### src/rtl/riscv_defs.sv
// Shared RV32I definitions: format codes, opcodes, encoder FSM states.
// Format codes match the control decoder's imm_src encoding.
package riscv_defs;

    localparam logic [2:0] FMT_R = 3'd0;
    localparam logic [2:0] FMT_I = 3'd1;
    localparam logic [2:0] FMT_S = 3'd2;
    localparam logic [2:0] FMT_B = 3'd3;
    localparam logic [2:0] FMT_U = 3'd4;
    localparam logic [2:0] FMT_J = 3'd5;

    localparam logic [6:0] OPC_LOAD   = 7'h03;
    localparam logic [6:0] OPC_OP_IMM = 7'h13;
    localparam logic [6:0] OPC_AUIPC  = 7'h17;
    localparam logic [6:0] OPC_STORE  = 7'h23;
    localparam logic [6:0] OPC_OP     = 7'h33;
    localparam logic [6:0] OPC_LUI    = 7'h37;
    localparam logic [6:0] OPC_BRANCH = 7'h63;
    localparam logic [6:0] OPC_JALR   = 7'h67;
    localparam logic [6:0] OPC_JAL    = 7'h6F;
    localparam logic [6:0] OPC_SYSTEM = 7'h73;

    localparam logic [31:0] NOP_WORD = 32'h0000_0013;

    typedef enum logic {
        ST_IDLE  = 1'b0,
        ST_WRITE = 1'b1
    } enc_state_t;

    function automatic logic [7:0] word_byte(
        input logic [31:0] w,
        input logic [1:0]  idx
    );
        return w[{idx, 3'b000} +: 8];
    endfunction

endpackage

### src/rtl/instr_pack.sv
// Combinational RV32I field packer with illegal-format and
// odd-offset indications for the encoder's check logic.
module instr_pack
    import riscv_defs::*;
(
    input  logic [2:0]  fmt,
    input  logic [6:0]  opcode,
    input  logic [2:0]  f3,
    input  logic [6:0]  f7,
    input  logic [4:0]  rd,
    input  logic [4:0]  rs1,
    input  logic [4:0]  rs2,
    input  logic [31:0] imm,
    output logic [31:0] word,
    output logic        illegal,
    output logic        misalign
);

    // Select the bit layout for the requested format
    always_comb begin
        word = {f7, rs2, rs1, f3, rd, opcode};
        illegal = 1'b0;
        case (fmt)
            FMT_R: word = {f7, rs2, rs1, f3, rd, opcode};
            FMT_I: word = {imm[11:0], rs1, f3, rd, opcode};
            FMT_S: word = {imm[11:5], rs2, rs1, f3,
                           imm[4:0], opcode};
            FMT_B: word = {imm[12], imm[10:5], rs2, rs1, f3,
                           imm[4:1], imm[11], opcode};
            FMT_U: word = {imm[31:12], rd, opcode};
            FMT_J: word = {imm[20], imm[10:1], imm[11],
                           imm[19:12], rd, opcode};
            default: begin
                word = {f7, rs2, rs1, f3, rd, opcode};
                illegal = 1'b1;
            end
        endcase
    end

    // Branch and jump offsets are halfword units; bit 0 is lost
    assign misalign = ((fmt == FMT_B) || (fmt == FMT_J)) && imm[0];

endmodule

### src/rtl/instr_encoder.sv
// Byte-serial RV32I encoder writing packed words little-endian.
// Optional INSTR_ENCODER_CHECK_EN drops illegal formats and flags errors.
module instr_encoder
    import riscv_defs::*;
#(
    parameter int          ADDR_W    = 8,
    parameter int unsigned BASE_ADDR = 0
) (
    input  logic              clk,
    input  logic              rst_n,
    input  logic              clear,
    input  logic              in_valid,
    output logic              in_ready,
    input  logic [2:0]        fmt,
    input  logic [6:0]        opcode,
    input  logic [2:0]        f3,
    input  logic [6:0]        f7,
    input  logic [4:0]        rd,
    input  logic [4:0]        rs1,
    input  logic [4:0]        rs2,
    input  logic [31:0]       imm,
    output logic              mem_we,
    output logic [ADDR_W-1:0] mem_addr,
    output logic [7:0]        mem_wdata,
    output logic [ADDR_W-1:0] instr_count,
    output logic              error
);

    localparam logic [ADDR_W-1:0] BASE = BASE_ADDR[ADDR_W-1:0];
    localparam logic [ADDR_W-1:0] ONE  = ADDR_W'(1);

    enc_state_t  state;
    enc_state_t  state_nxt;
    logic [1:0]  byte_cnt;
    logic [1:0]  cnt_nxt;
    logic [31:0] word;
    logic [31:0] pk_word;
    logic        illegal;
    logic        misalign;
    logic        accept;
    logic        drop;
    logic        load;
    logic        last_byte;

    instr_pack u_pack (
        .fmt      (fmt),
        .opcode   (opcode),
        .f3       (f3),
        .f7       (f7),
        .rd       (rd),
        .rs1      (rs1),
        .rs2      (rs2),
        .imm      (imm),
        .word     (pk_word),
        .illegal  (illegal),
        .misalign (misalign)
    );

    assign last_byte = (state == ST_WRITE) && (byte_cnt == 2'd3);
    assign in_ready  = (state == ST_IDLE) || last_byte;
    assign accept    = in_valid && in_ready;
    assign load      = accept && !drop;
    assign cnt_nxt   = byte_cnt + 2'd1;

`ifdef INSTR_ENCODER_CHECK_EN
    assign drop = illegal;

    // Sticky error on illegal format or odd branch/jump offset
    always_ff @(posedge clk or negedge rst_n) begin
        if (!rst_n) begin
            error <= 1'b0;
        end else if (clear) begin
            error <= 1'b0;
        end else if (accept && (illegal || misalign)) begin
            error <= 1'b1;
        end
    end
`else
    logic unused_chk;

    assign drop       = 1'b0;
    assign error      = 1'b0;
    assign unused_chk = illegal | misalign;
`endif

    // State register
    always_ff @(posedge clk or negedge rst_n) begin
        if (!rst_n) begin
            state <= ST_IDLE;
        end else begin
            state <= state_nxt;
        end
    end

    // Next state: stay writing while words keep arriving
    always_comb begin
        state_nxt = state;
        case (state)
            ST_IDLE: begin
                if (load) begin
                    state_nxt = ST_WRITE;
                end
            end
            ST_WRITE: begin
                if (last_byte && !load) begin
                    state_nxt = ST_IDLE;
                end
            end
            default: state_nxt = ST_IDLE;
        endcase
        if (clear) begin
            state_nxt = ST_IDLE;
        end
    end

    // Byte sequencing, registered write port and word counter
    always_ff @(posedge clk or negedge rst_n) begin
        if (!rst_n) begin
            byte_cnt    <= 2'd0;
            word        <= 32'd0;
            mem_we      <= 1'b0;
            mem_addr    <= BASE;
            mem_wdata   <= 8'd0;
            instr_count <= '0;
        end else if (clear) begin
            byte_cnt    <= 2'd0;
            mem_we      <= 1'b0;
            mem_addr    <= BASE;
            instr_count <= '0;
        end else begin
            if (state == ST_WRITE) begin
                mem_addr <= mem_addr + ONE;
            end
            if (last_byte) begin
                instr_count <= instr_count + ONE;
            end
            if (load) begin
                word      <= pk_word;
                byte_cnt  <= 2'd0;
                mem_we    <= 1'b1;
                mem_wdata <= pk_word[7:0];
            end else if ((state == ST_WRITE) && !last_byte) begin
                byte_cnt  <= cnt_nxt;
                mem_we    <= 1'b1;
                mem_wdata <= word_byte(word, cnt_nxt);
            end else begin
                byte_cnt <= 2'd0;
                mem_we   <= 1'b0;
            end
        end
    end

endmodule

### config.mk
export PLATFORM = sky130hd
export DESIGN_NAME = instr_encoder
export DESIGN_NICKNAME = d
export VERILOG_FILES = /design/src/rtl/riscv_defs.sv /design/src/rtl/instr_pack.sv /design/src/rtl/instr_encoder.sv
export SDC_FILE = /design/constraint.sdc
export NUM_CORES = 1
export LEC_CHECK = 0
export BUFFER_PORTS_ARGS = -buffer_cell sky130_fd_sc_hd__clkbuf_2
export CORE_ASPECT_RATIO = 1.4
export CORE_MARGIN = 8
export CORE_UTILIZATION = 50
export CTS_CLUSTER_DIAMETER = 30
export DETAILED_ROUTE_END_ITERATION = 16
export GPL_TIMING_DRIVEN = 0
export PLACE_DENSITY_LB_ADDON = 0.25
export SLEW_MARGIN = 15
export SYNTH_ARGS = -nofsm -noshare
export SYNTH_HDL_FRONTEND = slang
export SYNTH_SLANG_ARGS = --single-unit
### constraint.sdc
create_clock -name clk -period 3.2 [get_ports clk]
set_input_delay 0.64 -clock clk [delete_from_list [all_inputs] [get_ports clk]]
set_output_delay 0.64 -clock clk [all_outputs]
set_load 0.01 [all_outputs]
==> results of run 1 <==
## area by class of cell
type                    instances  area share
clock buffers                  12      0.0412
well taps                      72      0.0225
plain buffers                  21      0.0337
flip-flops and latches         60       0.374
clock inverters                 4      0.0175
multi-input cells             236       0.383
repair buffers                 95       0.123
inverters                       5     0.00468
## synth_stat cells, types with 2 or more instances
cell type,count,area [um2]
ha_1,3,37.5
o22a_1,4,35.0
a21oi_1,14,70.1
buf_6,4,45.0
o22ai_1,5,31.3
nand2_1,54,203
o21ai_1,7,35.0
nand3_1,6,30.0
xor2_1,5,43.8
o21ai_0,17,85.1
nand2b_2,2,17.5
xnor2_1,7,61.3
nand4_1,3,18.8
nand2b_1,2,12.5
nor2_1,37,139
mux4_2,8,180
o32ai_1,8,70.1
nor3_1,10,50.1
buf_2,6,30.0
inv_1,5,18.8
clkbuf_1,6,22.5
mux2i_1,22,220
buf_4,5,37.5
dfrtp_1,60,1500
o31ai_1,4,30.0
or3_1,2,12.5
a211o_1,6,52.6
## path summary, 6_finish.rpt
path                                            endpoint                   from  cells after the start
max in group asynchronous           word[13]$_DFFE_PN0P_                  rst_n                      2
worst max-delay path                            in_ready  byte_cnt[0]$_DFF_PN0_                      5
worst min-delay path             mem_addr[5]$_DFFE_PN0P_                  rst_n                      1
worst max register to register  mem_wdata[7]$_DFFE_PN0P_  byte_cnt[0]$_DFF_PN0_                      5
min in group clk                    word[19]$_DFFE_PN0P_   word[19]$_DFFE_PN0P_                      2
worst min register to register      word[19]$_DFFE_PN0P_   word[19]$_DFFE_PN0P_                      2
## state kept, by name (all words and copies together), names as in the netlist
name	cells
mem_addr	8
state	1
word	32
mem_wdata	8
mem_we	1
byte_cnt	2
instr_count	8
## metrics by stage
step | setup slack (ns) | hold slack [ns] | std cells | instance area [um2]
floorplan | 1.49 | 0.344 | 322 | 3190
global placement | 1.21 | 0.456 | 488 | 3750
detailed placement | 1.27 | 0.462 | 489 | 3780
CTS | 0.883 | 0.224 | 505 | 4010
global route | 0.817 | 0.243 | 505 | 4010
finish | 0.898 | 0.228 | 505 | 4010
## worst max-delay path, delay by kind of cell (launching register included)
family                     cells  cell delay, ns
adders and majority gates      1            0.27
buffers and inverters          3            0.53
DFF                            1            0.37
and+or+nand+nor                1            0.16
## power by group through the flow
stage	registers, mW	logic (mW)	clock network [mW]
after floorplan	0.921	0.221	0
after global placement	0.927	0.357	0
after detailed placement	0.931	0.370	0
after CTS	0.917	0.372	0.802
after global routing	0.928	0.412	0.829
final	0.917	0.367	0.787
## per-layer routing
metal | track usage | vias to the layer above | share of wire | wire length, um
li1 | - | 1348 | - | -
met1 | 0.201 | 1259 | 0.41 | 3400
met2 | 0.316 | 114 | 0.50 | 4140
met3 | 0.0493 | 15 | 0.059 | 485
met4 | 0.0948 | 0 | 0.022 | 181
met5 | 0 | - | 0 | 0
## cell families after synthesis
group,synth area share
DFF,0.470
xor gates and xnor gates,0.0329
buffers and inverters,0.0482
adders and majority gates,0.0118
and+or+nand+nor,0.171
other,0.00117
AOI/OAI and AO/OA,0.136
muxes,0.129
==> results.md, run 1 <==
- Routed wire length per instance: 16.3 um
- Sequential share of the synthesized area: 0.470
- Syn Area/Cell: just under 10 um2
- Combinational power share: 0.177
- Detailed-placement wirelength estimate: around 6600 um
- Post-synthesis cell count: 322
- Remaining DRCs: 0
- Final Util: 0.646
- Worst Path Required: around 2.6 ns
- IO Pins: 98
- Commonest cells after routing, fill and taps aside: clkbuf_2, dfrtp_1, nand2_1, nor2_1, mux2i_1
- Status: complete, no violations
- Post-CTS Hold Buffers: 0
- Net Count, Synth: 396
- First-pass DRT Iterations: 4
- Final #Nets: 502
- Slew headroom: 0.659
- Count of cell types in the netlist: 37
- Seq pwr share: 0.443
- Clk Latency, worst-skew pair: roughly 0.34 ns
- Seq cells post-synth: 60
- Critical path peak fanout: 10
- Crit path cell chain: ha_1 -> nand2b_1 -> buf_6 -> buf_2 -> clkbuf_2
- Rows: 34
- Critical path class: flop to primary output
- Max clock buf depth: 2
- Startpoint class of the critical path: flop
- Synthesis Warnings: 0
- R2r setup slk: roughly 1.3 ns
- Max incr delay on CP: about 0.37 ns
- Post-Syn Area: 3190 um2
- Chip Height: ~110 um
- Static Leakage: around 2.0 nW
- CTS buffer count: 9
- EDFF count, synth: 0
- Global route overflow: 0
- Final Hold Viols: 0
- Vias in the first global route: between 3000 and 4000
- First-pass GRT wire length: 13900 um
- Antenna Cells: 0
- RSZ-0062 raised after global routing: no
- Initial Util: 0.514
- Power Internal: 1.54 mW
- Post-route ant nets: 0
- Post-CTS setup buffers: 0
- Period utilisation layout: 0.719
- Root buf cell: clkbuf_8
- Post-route total power: roughly 2.1 mW
- Initial DRC Count: roughly 110
- Final Setup Violations: 0
- Layout area overhead: 25.6%
- Gr usage total: 0.184
- Die W: approximately 84 um
- Skew final: between 0.01 and 0.015 ns
- Ys flop type: dfrtp_1
- Worst-Margin Slew: ~0.5 ns
- Most common cell after layout, fill and taps aside: clkbuf_2
- Layout cell share with drive strength beyond 1: 0.321
- Final slew viol count: 0
- Max-cap viol count: 0
- # clock sinks: 60
- Pwr per Cell Area: approximately 520 nW/um2
- Total length of routed wires: 8210 um
- Peak Freq: 434 MHz
- Largest net degree at the start of global routing: 38
- Post-synth ARST share: 1.00
- Total die area: between 9000 and 10000 um2
- Switching pwr: roughly 0.54 mW
- CP max stage cell: dfrtp_1
- Clock transition at path regs: roughly 0.07 ns
- Filler cells: around 560
- CTS resizes: 0
- CP arrival: approximately 1.7 ns
- Tightest Hold Check Type: input port to asynchronous set/reset pin
- IO Port Bufs: 94
- Multi-input gate area in the final layout: approximately 1500 um2
- Worst vdd ir: just under 300 uV
- Setup TNS: 0 ns
- CTS HTree Levels: 3
- GPL Wtd Cong: between 0.8 and 0.9
- Seq. cell area: between 1500 and 2000 um2
- Total core area: 6210 um2
- Via count: about 2700
- CP endpoint kind: primary output
- Sw frac: 0.259
- Clk pwr share: 0.380
- Via density: ~5.4
- CTS tree: yes
- Min Tclk post-route: between 2 and 2.5 ns
- Initial antenna violation count: 0
Note: power is estimated with default switching activity, not from simulation.
==> inputs of run 2 (changes only) <==
Settings changed: CORE_UTILIZATION 50 to 46.
Clock period 3.2 ns to 2 ns, I/O delays scaled along.
==> run 2 against run 1 <==
  * Final area rose by 0.84%
  * Sequential share of layout area fell by 0.31 points
  * Via count rose by 0.91%
  * Clock power rose by 72%
  * Largest cell class unchanged
  * Critical path depth fell by 1
  * Wire length did not move
  * Sequential power rose by 60%
  * First-iteration DRC count fell by 33%
==> results.md, run 2 (same netlist as run 1, synthesis figures left out) <==
- Post-CTS setup buffers: 0 (unchanged)
- Clk Latency, worst-skew pair: 0.34 ns (about the same)
- Clock transition at path regs: 0.08 ns (about the same)
- Critical path peak fanout: 16 (+6)
- CP endpoint kind: primary output
- Layout area overhead: 26.7%
- Chip Height: 115 um (+3.6%)
- Routed wire length per instance: 15.6 um (-4.0%)
- Tightest Hold Check Type: input port to asynchronous set/reset pin
- Largest net degree at the start of global routing: 33 (-13%)
- Via count: 2761 (+0.91%)
- Vias in the first global route: 2960 (-2.1%)
- Min Tclk post-route: 1.90 ns
- Remaining DRCs: 0 (unchanged)
- CP arrival: 1.50 ns (-0.16 ns)
- Final Setup Violations: 0 (unchanged)
- Global route overflow: 0 (unchanged)
- Largest register FFs: 32 (unchanged)
- Antenna Cells: 0 (unchanged)
- # clock sinks: 60 (unchanged)
- CTS HTree Levels: 3 (unchanged)
- Max-cap viol count: 0 (unchanged)
- Via density: 5.25 (-3.1%)
- Place WS: 0.109 ns (-1.16 ns)
- Root buf cell: clkbuf_8
- Static Leakage: 2.01 nW (-0.22%)
- Pwr per Cell Area: 841 nW/um2 (+63%)
- Skew final: 0.0122 ns (+0.00107 ns)
- Setup TNS: 0 ns (unchanged)
- Post-route ant nets: 0 (unchanged)
- Final Hold Viols: 0 (unchanged)
- IO Port Bufs: 94 (unchanged)
- Largest Register: word
- Most common cell after layout, fill and taps aside: clkbuf_2
- CTS buffer count: 9 (unchanged)
- Initial antenna violation count: 0 (unchanged)
- IO Pins: 98 (unchanged)
- Post-route total power: 3.40 mW (+64%)
- RSZ-0062 raised after global routing: no
- Critical path class: flop to primary output
- Commonest cells after routing, fill and taps aside: clkbuf_2, dfrtp_1, nand2_1, nor2_1, mux2i_1
- Filler cells: 631 (+14%)
- First-pass DRT Iterations: 4 (unchanged)
- Initial Util: 0.466 (-0.0477)
- Total core area: 6850 um2 (+10%)
- Worst vdd ir: 410 uV (+39%)
- Status: complete, no violations
- Initial DRC Count: 76 (-33%)
- Startpoint class of the critical path: flop
- Final instance area: 4050 um2 (+0.84%)
- Fin Hold WS: 0.0151 ns (-0.213 ns)
- Final worst slack: 0.0953 ns (-0.803 ns)
- Peak Freq: 525 MHz
- Die W: 86.4 um (+3.4%)
- Crit path cell chain: ha_1 -> nand2b_1 -> buf_6 -> clkbuf_2
- Period utilisation layout: 0.952
- Final slew viol count: 0 (unchanged)
- Total die area: 9900 um2 (+7.2%)
- Max incr delay on CP: 0.39 ns (+0.02 ns)
- Rows: 36 (+5.9%)
- CTS tree: yes
- Placed Area: 3800 um2 (+0.76%)
- Final #Nets: 500 (-0.40%)
- GPL Wtd Cong: 0.806 (-7.2%)
- Gr usage total: 0.177 (-0.00611)
- Total length of routed wires: 8210 um (unchanged)
- Detailed-placement wirelength estimate: 6630 um (+0.15%)
- First-pass GRT wire length: 13900 um (+0.20%)
- Max clock buf depth: 2 (unchanged)
- Layout cell share with drive strength beyond 1: 0.320 (-0.000831)
- Worst Path Required: 1.60 ns (-0.96 ns)
- CTS resizes: 0 (unchanged)
- Post-CTS Hold Buffers: 0 (unchanged)
- CP max stage cell: dfrtp_1
[run 2: critical path: cells and delay by family (launching register included)]
kind          cells  cell delay [ns]
flops             1             0.39
buf+inv           2             0.30
fa+ha+maj         1             0.27
simple gates      1             0.18
[run 2: layer usage]
| metal | wire, um | vias to the layer above | track usage | part of all wire |
|---|---|---|---|---|
| met5 | 0 | - | 0 | 0 |
| met4 | 157 | 0 | 0.0761 | 0.019 |
| met3 | 599 | 12 | 0.0575 | 0.073 |
| met2 | 4060 | 96 | 0.296 | 0.49 |
| met1 | 3400 | 1302 | 0.202 | 0.41 |
| li1 | - | 1351 | - | - |
[run 2: worst paths after layout]
check                                     endpoint  slack (ns)  cells after the start                   from
setup / recovery                          in_ready         0.1                      4  byte_cnt[0]$_DFF_PN0_
hold / removal             mem_addr[5]$_DFFE_PN0P_        0.02                      1                  rst_n
setup reg to reg              word[15]$_DFFE_PN0P_        0.18                      7  byte_cnt[0]$_DFF_PN0_
hold reg to reg               word[13]$_DFFE_PN0P_        0.48                      2   word[13]$_DFFE_PN0P_
max in group asynchronous      word[3]$_DFFE_PN0P_        1.48                      2                  rst_n
min in group clk               word[2]$_DFFE_PN0P_        0.27                      3              opcode[2]
[run 2: layout make-up]
type | instances | area [um2] | area share
well taps | 95 | 119 | 0.0294
plain buffers | 19 | 126 | 0.0312
clock inverters | 6 | 111 | 0.0275
flip-flops and latches | 60 | 1500 | 0.371
repair buffers | 95 | 493 | 0.122
multi-input cells | 236 | 1540 | 0.380
inverters | 5 | 18.8 | 0.00464
clock buffers | 10 | 138 | 0.0340
[run 2: power breakdown]
| part | leakage (nW) | switching [mW] | internal (mW) |
|---|---|---|---|
| Sequential | 0.759 | 0.0979 | 1.37 |
| Combinational | 1.13 | 0.300 | 0.284 |
| Clock | 0.122 | 0.487 | 0.861 |
| Total | 2.01 | 0.885 | 2.52 |
[run 2: per-stage QoR]
| step | util | cells |
|---|---|---|
| final | 0.591 | 526 |
| after floorplan | - | 322 |
| after detailed placement | 0.556 | 512 |
| after CTS | 0.591 | 527 |
| after global routing | 0.591 | 526 |
| after global placement | 0.552 | 511 |
